`src/rtl/spi_master_arbiter.sv`:
```
// Round-robin arbiter sharing one SPI master port among NUM_REQ val/rdy requesters.
// Optional response watchdog enabled by defining ARB_TIMEOUT_EN.
module spi_master_arbiter #(
    parameter int NUM_REQ = 3,
    parameter int NBITS   = 32,
    parameter int TIMEOUT = 255,
    localparam int GW     = (NUM_REQ > 1) ? $clog2(NUM_REQ) : 1
) (
    input  logic                     clk,
    input  logic                     reset,
    input  logic [NUM_REQ-1:0]       req_val,
    output logic [NUM_REQ-1:0]       req_rdy,
    input  logic [NUM_REQ*NBITS-1:0] req_msg,
    output logic [NUM_REQ-1:0]       resp_val,
    input  logic [NUM_REQ-1:0]       resp_rdy,
    output logic [NBITS-1:0]         resp_msg,
    output logic                     spi_req_val,
    input  logic                     spi_req_rdy,
    output logic [NBITS-1:0]         spi_req_msg,
    input  logic                     spi_resp_val,
    output logic                     spi_resp_rdy,
    input  logic [NBITS-1:0]         spi_resp_msg,
    output logic [GW-1:0]            grant_id,
    output logic                     busy,
    output logic                     timeout_err
);

    typedef enum logic [1:0] {
        ST_IDLE   = 2'd0,
        ST_SEND   = 2'd1,
        ST_WAIT   = 2'd2,
        ST_RETURN = 2'd3
    } state_t;

    state_t             state_q, state_d;
    logic [NBITS-1:0]   buf_q, buf_d;
    logic [GW-1:0]      grant_q, grant_d;
    logic [GW-1:0]      last_q, last_d;
    logic               found_s;
    logic [GW-1:0]      win_s;

`ifdef ARB_TIMEOUT_EN
    localparam int CW = ($clog2(TIMEOUT + 1) > 8) ? $clog2(TIMEOUT + 1) : 8;
    logic [CW-1:0]      cnt_q, cnt_d;
    logic               terr_q, terr_d;
`endif

    // Round-robin search starting one past the last completed grant.
    always_comb begin
        found_s = 1'b0;
        win_s   = '0;
        for (int k = 0; k < NUM_REQ; k++) begin
            int idx;
            idx = int'(last_q) + 1 + k;
            if (idx >= NUM_REQ) begin
                idx = idx - NUM_REQ;
            end else begin
                idx = idx;
            end
            if (!found_s && req_val[idx]) begin
                found_s = 1'b1;
                win_s   = GW'(idx);
            end else begin
                found_s = found_s;
            end
        end
    end

    // Accept handshake is combinational and only offered while idle.
    always_comb begin
        req_rdy = '0;
        if (state_q == ST_IDLE && found_s) begin
            req_rdy[win_s] = 1'b1;
        end else begin
            req_rdy = '0;
        end
    end

    // Next-state and datapath for the transaction FSM.
    always_comb begin
        state_d = state_q;
        buf_d   = buf_q;
        grant_d = grant_q;
        last_d  = last_q;
`ifdef ARB_TIMEOUT_EN
        cnt_d   = cnt_q;
        terr_d  = 1'b0;
`endif
        case (state_q)
            ST_IDLE: begin
                if (found_s) begin
                    buf_d   = req_msg[int'(win_s)*NBITS +: NBITS];
                    grant_d = win_s;
                    state_d = ST_SEND;
                end else begin
                    state_d = ST_IDLE;
                end
            end
            ST_SEND: begin
                if (spi_req_rdy) begin
                    state_d = ST_WAIT;
`ifdef ARB_TIMEOUT_EN
                    cnt_d   = '0;
`endif
                end else begin
                    state_d = ST_SEND;
                end
            end
            ST_WAIT: begin
                if (spi_resp_val) begin
                    buf_d   = spi_resp_msg;
                    state_d = ST_RETURN;
                end else begin
`ifdef ARB_TIMEOUT_EN
                    // The counter reaching TIMEOUT this cycle ends the wait.
                    if (cnt_q == CW'(TIMEOUT - 1)) begin
                        buf_d   = '1;
                        terr_d  = 1'b1;
                        state_d = ST_RETURN;
                    end else begin
                        cnt_d   = cnt_q + CW'(1);
                    end
`else
                    state_d = ST_WAIT;
`endif
                end
            end
            ST_RETURN: begin
                if (resp_rdy[grant_q]) begin
                    last_d  = grant_q;
                    state_d = ST_IDLE;
                end else begin
                    state_d = ST_RETURN;
                end
            end
            default: begin
                state_d = ST_IDLE;
            end
        endcase
    end

    // State and datapath registers; reset abandons any transaction in flight.
    always_ff @(posedge clk or posedge reset) begin
        if (reset) begin
            state_q <= ST_IDLE;
            buf_q   <= '0;
            grant_q <= '0;
            last_q  <= GW'(NUM_REQ - 1);
`ifdef ARB_TIMEOUT_EN
            cnt_q   <= '0;
            terr_q  <= 1'b0;
`endif
        end else begin
            state_q <= state_d;
            buf_q   <= buf_d;
            grant_q <= grant_d;
            last_q  <= last_d;
`ifdef ARB_TIMEOUT_EN
            cnt_q   <= cnt_d;
            terr_q  <= terr_d;
`endif
        end
    end

    // Response valid is a decode of registered state and grant.
    always_comb begin
        resp_val = '0;
        if (state_q == ST_RETURN) begin
            resp_val[grant_q] = 1'b1;
        end else begin
            resp_val = '0;
        end
    end

    assign resp_msg     = buf_q;
    assign spi_req_msg  = buf_q;
    assign spi_req_val  = (state_q == ST_SEND);
    assign spi_resp_rdy = (state_q == ST_WAIT);
    assign busy         = (state_q != ST_IDLE);
    assign grant_id     = grant_q;
`ifdef ARB_TIMEOUT_EN
    assign timeout_err  = terr_q;
`else
    assign timeout_err  = 1'b0;
`endif

endmodule

```
`config.mk`:
```
export PLATFORM = sky130hd
export DESIGN_NAME = spi_master_arbiter
export DESIGN_NICKNAME = d
export VERILOG_FILES = /design/src/rtl/spi_master_arbiter.sv
export SDC_FILE = /design/constraint.sdc
export NUM_CORES = 1
export LEC_CHECK = 0
export ABC_AREA = 0
export CAP_MARGIN = 10
export CORE_ASPECT_RATIO = 0.7
export CORE_MARGIN = 8
export CORE_UTILIZATION = 34
export DETAILED_ROUTE_END_ITERATION = 12
export PLACE_DENSITY = 0.75
export SLEW_MARGIN = 20
export SYNTH_ARGS = -nofsm -noshare
export SYNTH_HDL_FRONTEND = slang
export SYNTH_SLANG_ARGS = --single-unit
```
`constraint.sdc`:
```
create_clock -name clk -period 2.5 [get_ports clk]
set_clock_uncertainty 0.1 [all_clocks]
set_input_delay 0.25 -clock clk [delete_from_list [all_inputs] [get_ports clk]]
set_output_delay 0.25 -clock clk [all_outputs]
set_load 0.03 [all_outputs]
```
==> reports/results.tsv, run 1 <==
stage	metric	value	unit
run_status	status	complete, but fails checks	
run_status	failing checks	negative setup slack	
sta	Final Cycle Share	112.7	%
sta	RSZ-0062 raised after global routing	true	
synth	compound-cell area share of the yosys netlist	36.19	%
drt	DR pass1 iterations	4	
floorplan	I/O pins	214	
finish	Final Util	63.08	%
finish	ratio of cells with drive above 1 in the final layout	21.95	%
clock_tree	clock latency on the worst-skew pair	0.28	ns
finish	Fill cells	803	
drt	DR vias	3644	
critical_path	critical path cell sequence	inv_2, ha_4, buf_6, mux2i_1, nor2_1, or4_4, nand2_4, buf_6, a31o_4, nor2b_4, buf_6	
place	GP Congestion	0.9416	
clock_tree	TritonCTS Buffers	5	
critical_path	worst path arrival time	2.47	ns
power	Clk pwr share	7.3	%
sta	Final Setup Violations	35	
global_routing	first-pass GRT wire length	21040	um
floorplan	core area	9722	um2
critical_path	Max stage delay on crit path	0.53	ns
clock_tree	cts-stage hold buffer count	0	
synth	Synth Area in Adders	1.470	%
synth	Yosys reg bits	38	
sta	post-route minimum period	2.818	ns
finish	Nets	715	
synth	post-synthesis mux area share	10.69	%
synth	Yosys top cell by area	dfrtp_1	
power	total power	8.969	mW
flow_run	max-cap viol count	0	
sta	worst slew pin tran	0.7107	ns
clock_tree	htree depth	2	
sta	Final Max Slew Viols	0	
synth	largest family of logic cells by synthesized area	compound AO/OA/AOI/OAI gates	
synth	Post-synth EDFFs	0	
synth	top post-synthesis cells by area	dfrtp_1, o221ai_2, a22o_1	
critical_path	Crit path max-delay family	simple AND/OR/NAND/NOR gates	
place	cell area after placement	5592	um2
sta	setup TNS	-7.939	ns
finish	Area growth, synth to finish	80.05	%
place	placed wire-length estimate	10450	um
drt	DRC Markers	0	
floorplan	initial core utilization	35.03	%
power	Reg power frac	15.3	%
synth	xor and xnor area share after synthesis	0	%
sta	final count of hold timing violations	0	
drt	Avg WL per Cell	20.05	um
power	pwr dens	1463	nW/um2
synth	Unique masters post-synth	39	
sta	Rel. slew slack	52.33	%
drt	ANT nets after route	0	
critical_path	critical path launch point type	register	
power	P_int	4.788	mW
floorplan	chip height	99.74	um
floorplan	standard-cell rows	30	
synth	Synth async-reset ratio	100.0	%
clock_tree	CTS tree	yes	
clock_tree	CTS Root Cell	clkbuf_16	
synth	Yosys warning count	0	
power	Net Switching	4.180	mW
sta	f_max	354.8	MHz
critical_path	Worst Setup End Kind	primary output	
hold_path	hold crit path type	in -> async	
global_routing	initial antenna violation count	0	
critical_path	Setup Crit Path Kind	reg -> out	
synth	post-synth top area share	27.19	%
global_routing	gr ovfl total	0	
clock_tree	clock sinks	38	
synth	net count after synthesis	498	
finish	post-route cell area	6132	um2
critical_path	Required @ worst endpoint	2.15	ns
synth	Synth Flop Type	dfrtp_1	
clock_tree	Clock Pin Slew Worst Setup and Hold Paths	0.06	ns
critical_path	CP max-delay cell	dfstp_2	
synth	sequential-to-total area share from yosys stat	27.96	%
place	# port buffers	212	
floorplan	die area	13530	um2
place	Setup WS pre-CTS	-0.4165	ns
global_routing	vias in the first global route	3942	
power	Max VDD drop	0.0007625	V
sta	setup ws final	-0.3182	ns
drt	Starting DRT DRC Count	153	
drt	routed wire length	14080	um
synth	Post-Synthesis Cells	356	
synth	top-count cell post-synth	a22o_1	
synth	synth cell count leaders	a22o_1, inv_1, a21oi_1	
global_routing	GRT Overall Usage	19.41	%
finish	Diodes inserted	0	
critical_path	worst-path maximum fanout	4	
drt	Via density	5.191	
floorplan	Die W	135.6	um
power	P_leak	2.625	nW
synth	simple-gate share of the synthesized area	6.466	%
critical_path	WP buf/inv	4	
critical_path	Most common cell on crit path	buf_6	
global_routing	largest net degree at the start of global routing	27	
synth	synthesized cell area	3406	um2
power	Logic pwr share	77.4	%
clock_tree	clock buffer depth	2	
power	Sw Ratio	46.61	%
synth	Post-Syn Area per Cell	9.567	um2
==> layout by cell type (no fill, tap or decap), types with 5 or more instances in the layout <==
cell,n
o221ai_2,30
clkbuf_16,7
clkdlybuf4s50_1,208
o21ai_0,5
mux2i_1,30
dfrtp_1,37
a22o_1,50
buf_6,9
nor2_1,9
buf_12,7
nand2_1,12
inv_1,35
buf_4,37
a21oi_1,37
==> layer usage <==
metal / share of wire (%) / track usage, % / up-vias
li1: - / - / 1719
met1: 42 / 22.62 / 1750
met2: 48 / 33.69 / 163
met3: 8.7 / 5.942 / 12
met4: 1.4 / 5.102 / 0
met5: 0 / 0 / -
==> worst register-to-register path, cell delays in order (launching register included) <==
cell,delay (ns)
dfstp_2,0.53
inv_2,0.05
ha_4,0.28
buf_6,0.11
mux2i_1,0.18
nor2_1,0.08
or4_4,0.51
nand2_4,0.08
buf_6,0.10
a31o_4,0.11
buf_4,0.12
buf_12,0.13
clkbuf_16,0.16
o221ai_2,0.08
==> flip-flops by register name, summed over array words and instances (netlist names) <==
| register | count |
|---|---|
| grant_id | 2 |
| last_q | 2 |
| resp_msg | 32 |
| state_q | 2 |
==> power groups by stage <==
| stage | clock network (mW) | logic, mW | registers [mW] |
|---|---|---|---|
| 4_1_cts | 0.670 | 6.63 | 1.36 |
| 3_3_place_gp | 0 | 5.93 | 1.34 |
| 5_1_grt | 0.695 | 7.35 | 1.43 |
| 6_report | 0.656 | 6.94 | 1.37 |
| 2_1_floorplan | 0 | 3.74 | 1.79 |
| 3_5_place_dp | 0 | 6.04 | 1.36 |
==> logic make-up (layout without fill, tap and decap cells) <==
group | Yosys count | after routing
DFF | 38 | 38
other | 1 | 1
muxes | 36 | 36
and+or+nand+nor | 42 | 42
buffers and inverters | 98 | 316
adders and majority gates | 4 | 4
AOI/OAI and AO/OA | 137 | 137
==> layout make-up <==
| type | count | area (um2) | share of cell area, % |
|---|---|---|---|
| Timing Repair Buffer | 268 | 2741 | 44.71 |
| Multi-Input combinational cell | 220 | 1969 | 32.12 |
| Sequential cell | 38 | 952.2 | 15.53 |
| Tap cell | 128 | 160.2 | 2.612 |
| Inverter | 40 | 157.7 | 2.571 |
| Clock buffer | 6 | 138.9 | 2.265 |
| Clock inverter | 2 | 12.51 | 0.2040 |
==> stage by stage <==
step                hold slack, ns  cells
finish                      0.2104    702
global route                0.2665    702
CTS                         0.2289    694
detailed placement          0.4385    674
global placement            0.4374    674
floorplan                   0.3038    356
==> timing repair <==
item | 4_1_cts | 5_1_grt
buffers inserted | 11 | 6
endpoints found under the setup margin | 35 | 36
gates resized for setup | 24 | 24
pin swaps | 8 | 7
cloned | 2 | 2
==> worst paths after layout <==
path	end	slack, ns	startpoint	depth (start not counted)
min	resp_msg[26]	0.21	reset	2
min reg2reg	resp_msg[21]	0.46	resp_msg[21]	2
max reg2reg	resp_msg[24]	-0.25	last_q[1]	13
max in group asynchronous	resp_msg[0]	1.41	reset	3
max	req_rdy[0]	-0.32	last_q[1]	11
min in group clk	resp_msg[21]	0.46	resp_msg[21]	2
Note: power is estimated with default switching activity, not from simulation.
==> inputs of run 2 (changes only) <==
--- a/config.mk
+++ b/config.mk
@@ -11,6 +11,7 @@
 export CORE_MARGIN = 8
 export CORE_UTILIZATION = 34
 export DETAILED_ROUTE_END_ITERATION = 12
+export GPL_TIMING_DRIVEN = 0
 export PLACE_DENSITY = 0.75
 export SLEW_MARGIN = 20
 export SYNTH_ARGS = -nofsm -noshare
==> run 2 against run 1 <==
- the flow still finishes with violations (negative setup slack)
- routed wire length up 3.6%
- register-to-register slack better by 0.02 ns
- non-clock buffer count up 27
- setup slack better by 0.063 ns
- cell count up 3.8%
- final area up 6.1%
- critical path type unchanged
- largest cell class unchanged
- largest power group unchanged
- highest routed layer unchanged
==> reports/results.tsv, run 2 (synthesis gave the netlist of run 1 again) <==
stage	metric	value	unit	change
finish	Multi-input gate area	2190	um2	+11%
critical_path	WP buf/inv	3		-1
critical_path	worst-path maximum fanout	6		+2
sta	setup TNS	-6.806	ns	+1.133 ns
clock_tree	htree depth	2		unchanged
floorplan	standard-cell rows	30		unchanged
power	P_int	5.230	mW	+9.2%
critical_path	register-to-register setup slack	-0.23	ns	+0.02 ns
floorplan	Die W	135.6	um	unchanged
critical_path	Crit path max-delay family	simple AND/OR/NAND/NOR gates		
run_status	status	complete, but fails checks		
drt	Via density	5.218		+0.52%
global_routing	met1 capacity usage during global routing	23.57	%	+0.96 points
drt	routed wire length	14580	um	+3.6%
place	placed cell count	697		+3.4%
drt	Avg WL per Cell	20.00	um	-0.26%
finish	commonest non-fill, non-tap cell in the layout	clkdlybuf4s50_1		
finish	Fill cells	768		-4.4%
finish	Diodes inserted	0		unchanged
drt	DR pass1 iterations	6		+2
critical_path	Worst Setup End Kind	primary output		
finish	most frequent cells in the layout	clkdlybuf4s50_1, buf_4, a22o_1, a21oi_1, dfrtp_1		
clock_tree	TritonCTS Buffers	5		unchanged
clock_tree	Clock Pin Slew Worst Setup and Hold Paths	0.06	ns	about the same
drt	ANT nets after route	0		unchanged
sta	RSZ-0062 raised after global routing	true		
global_routing	largest net degree at the start of global routing	21		-22%
flow_run	max-cap viol count	0		unchanged
clock_tree	clock sinks	38		unchanged
global_routing	gr ovfl total	0		unchanged
power	Reg power frac	14.3	%	-1.0 points
finish	Final Non-Filler Cells	729		+3.8%
power	Logic pwr share	79.3	%	+1.9 points
global_routing	GRT Overall Usage	19.93	%	+0.52 points
floorplan	core area	9722	um2	unchanged
run_status	failing checks	negative setup slack		
critical_path	worst path arrival time	2.40	ns	-0.07 ns
finish	max reg flops	32		unchanged
power	pwr dens	1470	nW/um2	+0.50%
finish	FF+latch area	953.4	um2	+0.13%
critical_path	critical path cell sequence	inv_2, ha_4, buf_6, nand2b_4, a21oi_2, or4_4, nand2_4, a31o_4, nor2b_4, buf_6		
finish	post-route cell area	6509	um2	+6.1%
clock_tree	clock latency on the worst-skew pair	0.27	ns	about the same
clock_tree	CTS tree	yes		
place	placed wire-length estimate	11050	um	+5.7%
sta	final count of hold timing violations	0		unchanged
global_routing	GRT busiest layer	met2		
sta	setup ws final	-0.2548	ns	+0.06332 ns
sta	Final Cycle Share	110.2	%	-2.5 points
global_routing	met3 Usage GRT	6.445	%	+0.50 points
critical_path	Setup Crit Path Kind	reg -> out		
power	Sw Ratio	45.34	%	-1.3 points
global_routing	initial antenna violation count	0		unchanged
critical_path	CP max-delay cell	dfstp_2		
global_routing	vias in the first global route	4009		+1.7%
power	Max VDD drop	0.0008313	V	+9.0%
finish	ratio of cells with drive above 1 in the final layout	26.46	%	+4.5 points
floorplan	die area	13530	um2	unchanged
critical_path	critical path launch point type	register		
power	Net Switching	4.337	mW	+3.8%
hold_path	hold crit path type	in -> async		
sta	worst slew pin tran	0.7458	ns	+0.03504 ns
critical_path	Most common cell on crit path	buf_6		
sta	f_max	363.0	MHz	+2.3%
drt	Starting DRT DRC Count	108		-29%
power	Clk pwr share	6.3	%	-1.0 points
place	cell area after placement	5733	um2	+2.5%
floorplan	initial core utilization	35.03	%	unchanged
critical_path	Max stage delay on crit path	0.55	ns	+0.02 ns
place	# port buffers	212		unchanged
finish	Nets	742		+3.8%
floorplan	I/O pins	214		unchanged
clock_tree	CTS Root Cell	clkbuf_16		
drt	DRC Markers	0		unchanged
sta	Final Setup Violations	35		unchanged
global_routing	first-pass GRT wire length	21660	um	+3.0%
finish	Area growth, synth to finish	91.11	%	
global_routing	met2 usage	35.01	%	+1.3 points
sta	Rel. slew slack	50.10	%	-2.2 points
critical_path	Required @ worst endpoint	2.15	ns	about the same
drt	DR vias	3804		+4.4%
sta	post-route minimum period	2.755	ns	-0.06332 ns
place	GP Congestion	0.7810		-17%
sta	Final Max Slew Viols	0		unchanged
floorplan	chip height	99.74	um	unchanged
clock_tree	clock buffer depth	2		unchanged
power	P_leak	2.703	nW	+3.0%
run 2: changes by cell type in the layout (fill, tap and decap cells not counted), sizes merged:
cell and delta:
clkbuf +15, buf +13, clkinv -2, clkinvlp -2
inv +2, clkdlybuf4s50 +1
run 2: worst paths after layout:
check,from,endpoint,cells after the start
worst max-delay path,last_q[1],req_rdy[0],10
worst min-delay path,reset,resp_msg[2],2
worst max register to register,last_q[1],resp_msg[0],12
worst min register to register,resp_msg[16],resp_msg[16],2
max in group asynchronous,reset,last_q[1],3
min in group clk,resp_msg[16],resp_msg[16],2
run 2: per-stage QoR:
| step | util (%) | setup WS (ns) | hold slack, ns | power, mW |
|---|---|---|---|---|
| floorplan | - | -0.008186 | 0.3038 | 5.528 |
| global placement | 58.69 | -0.8739 | 0.4430 | 7.500 |
| detailed placement | 58.97 | -1.006 | 0.4500 | 7.648 |
| CTS | 62.01 | -0.3173 | 0.2411 | 8.576 |
| global route | 66.95 | -0.3024 | 0.2757 | 10.09 |
| finish | 66.95 | -0.2548 | 0.2319 | 9.567 |
run 2: per-layer routing:
layer | up-vias | share of wire (%)
li1 | 1780 | -
met4 | 0 | 0.60
met5 | - | 0
met1 | 1851 | 41
met3 | 8 | 8.9
met2 | 165 | 49
run 2: what timing repair did:
action | CTS | global route
pin swaps | 3 | 9
setup buffers | 10 | 11
hold buffers | 0 | 0
gates cloned | 0 | 4
setup endpoints to repair | 37 | 39
resized for setup | 35 | 64
run 2: layout make-up:
| type | instances | share of cell area (%) |
|---|---|---|
| well taps | 128 | 2.461 |
| plain buffers | 57 | 7.266 |
| clock buffers | 8 | 2.095 |
| flip-flops and latches | 38 | 14.65 |
| inverters | 40 | 2.403 |
| multi-input cells | 220 | 33.64 |
| repair buffers | 238 | 37.49 |
run 2: power groups by stage:
stage / clock network (mW) / registers (mW) / logic (mW)
after global routing: 0.646 / 1.44 / 8.01
final: 0.606 / 1.37 / 7.59
after floorplan: 0 / 1.79 / 3.74
after global placement: 0 / 1.32 / 6.18
after detailed placement: 0 / 1.34 / 6.31
after CTS: 0.623 / 1.34 / 6.62
==> inputs of run 3 (changes only) <==
--- a/config.mk
+++ b/config.mk
@@ -12,6 +12,7 @@
 export CORE_UTILIZATION = 34
 export DETAILED_ROUTE_END_ITERATION = 12
 export GPL_TIMING_DRIVEN = 0
+export HOLD_SLACK_MARGIN = 0.08
 export PLACE_DENSITY = 0.75
 export SLEW_MARGIN = 20
 export SYNTH_ARGS = -nofsm -noshare
==> results of run 3 <==
No change in the layout: final DEF, timing and power equal those of run 2.
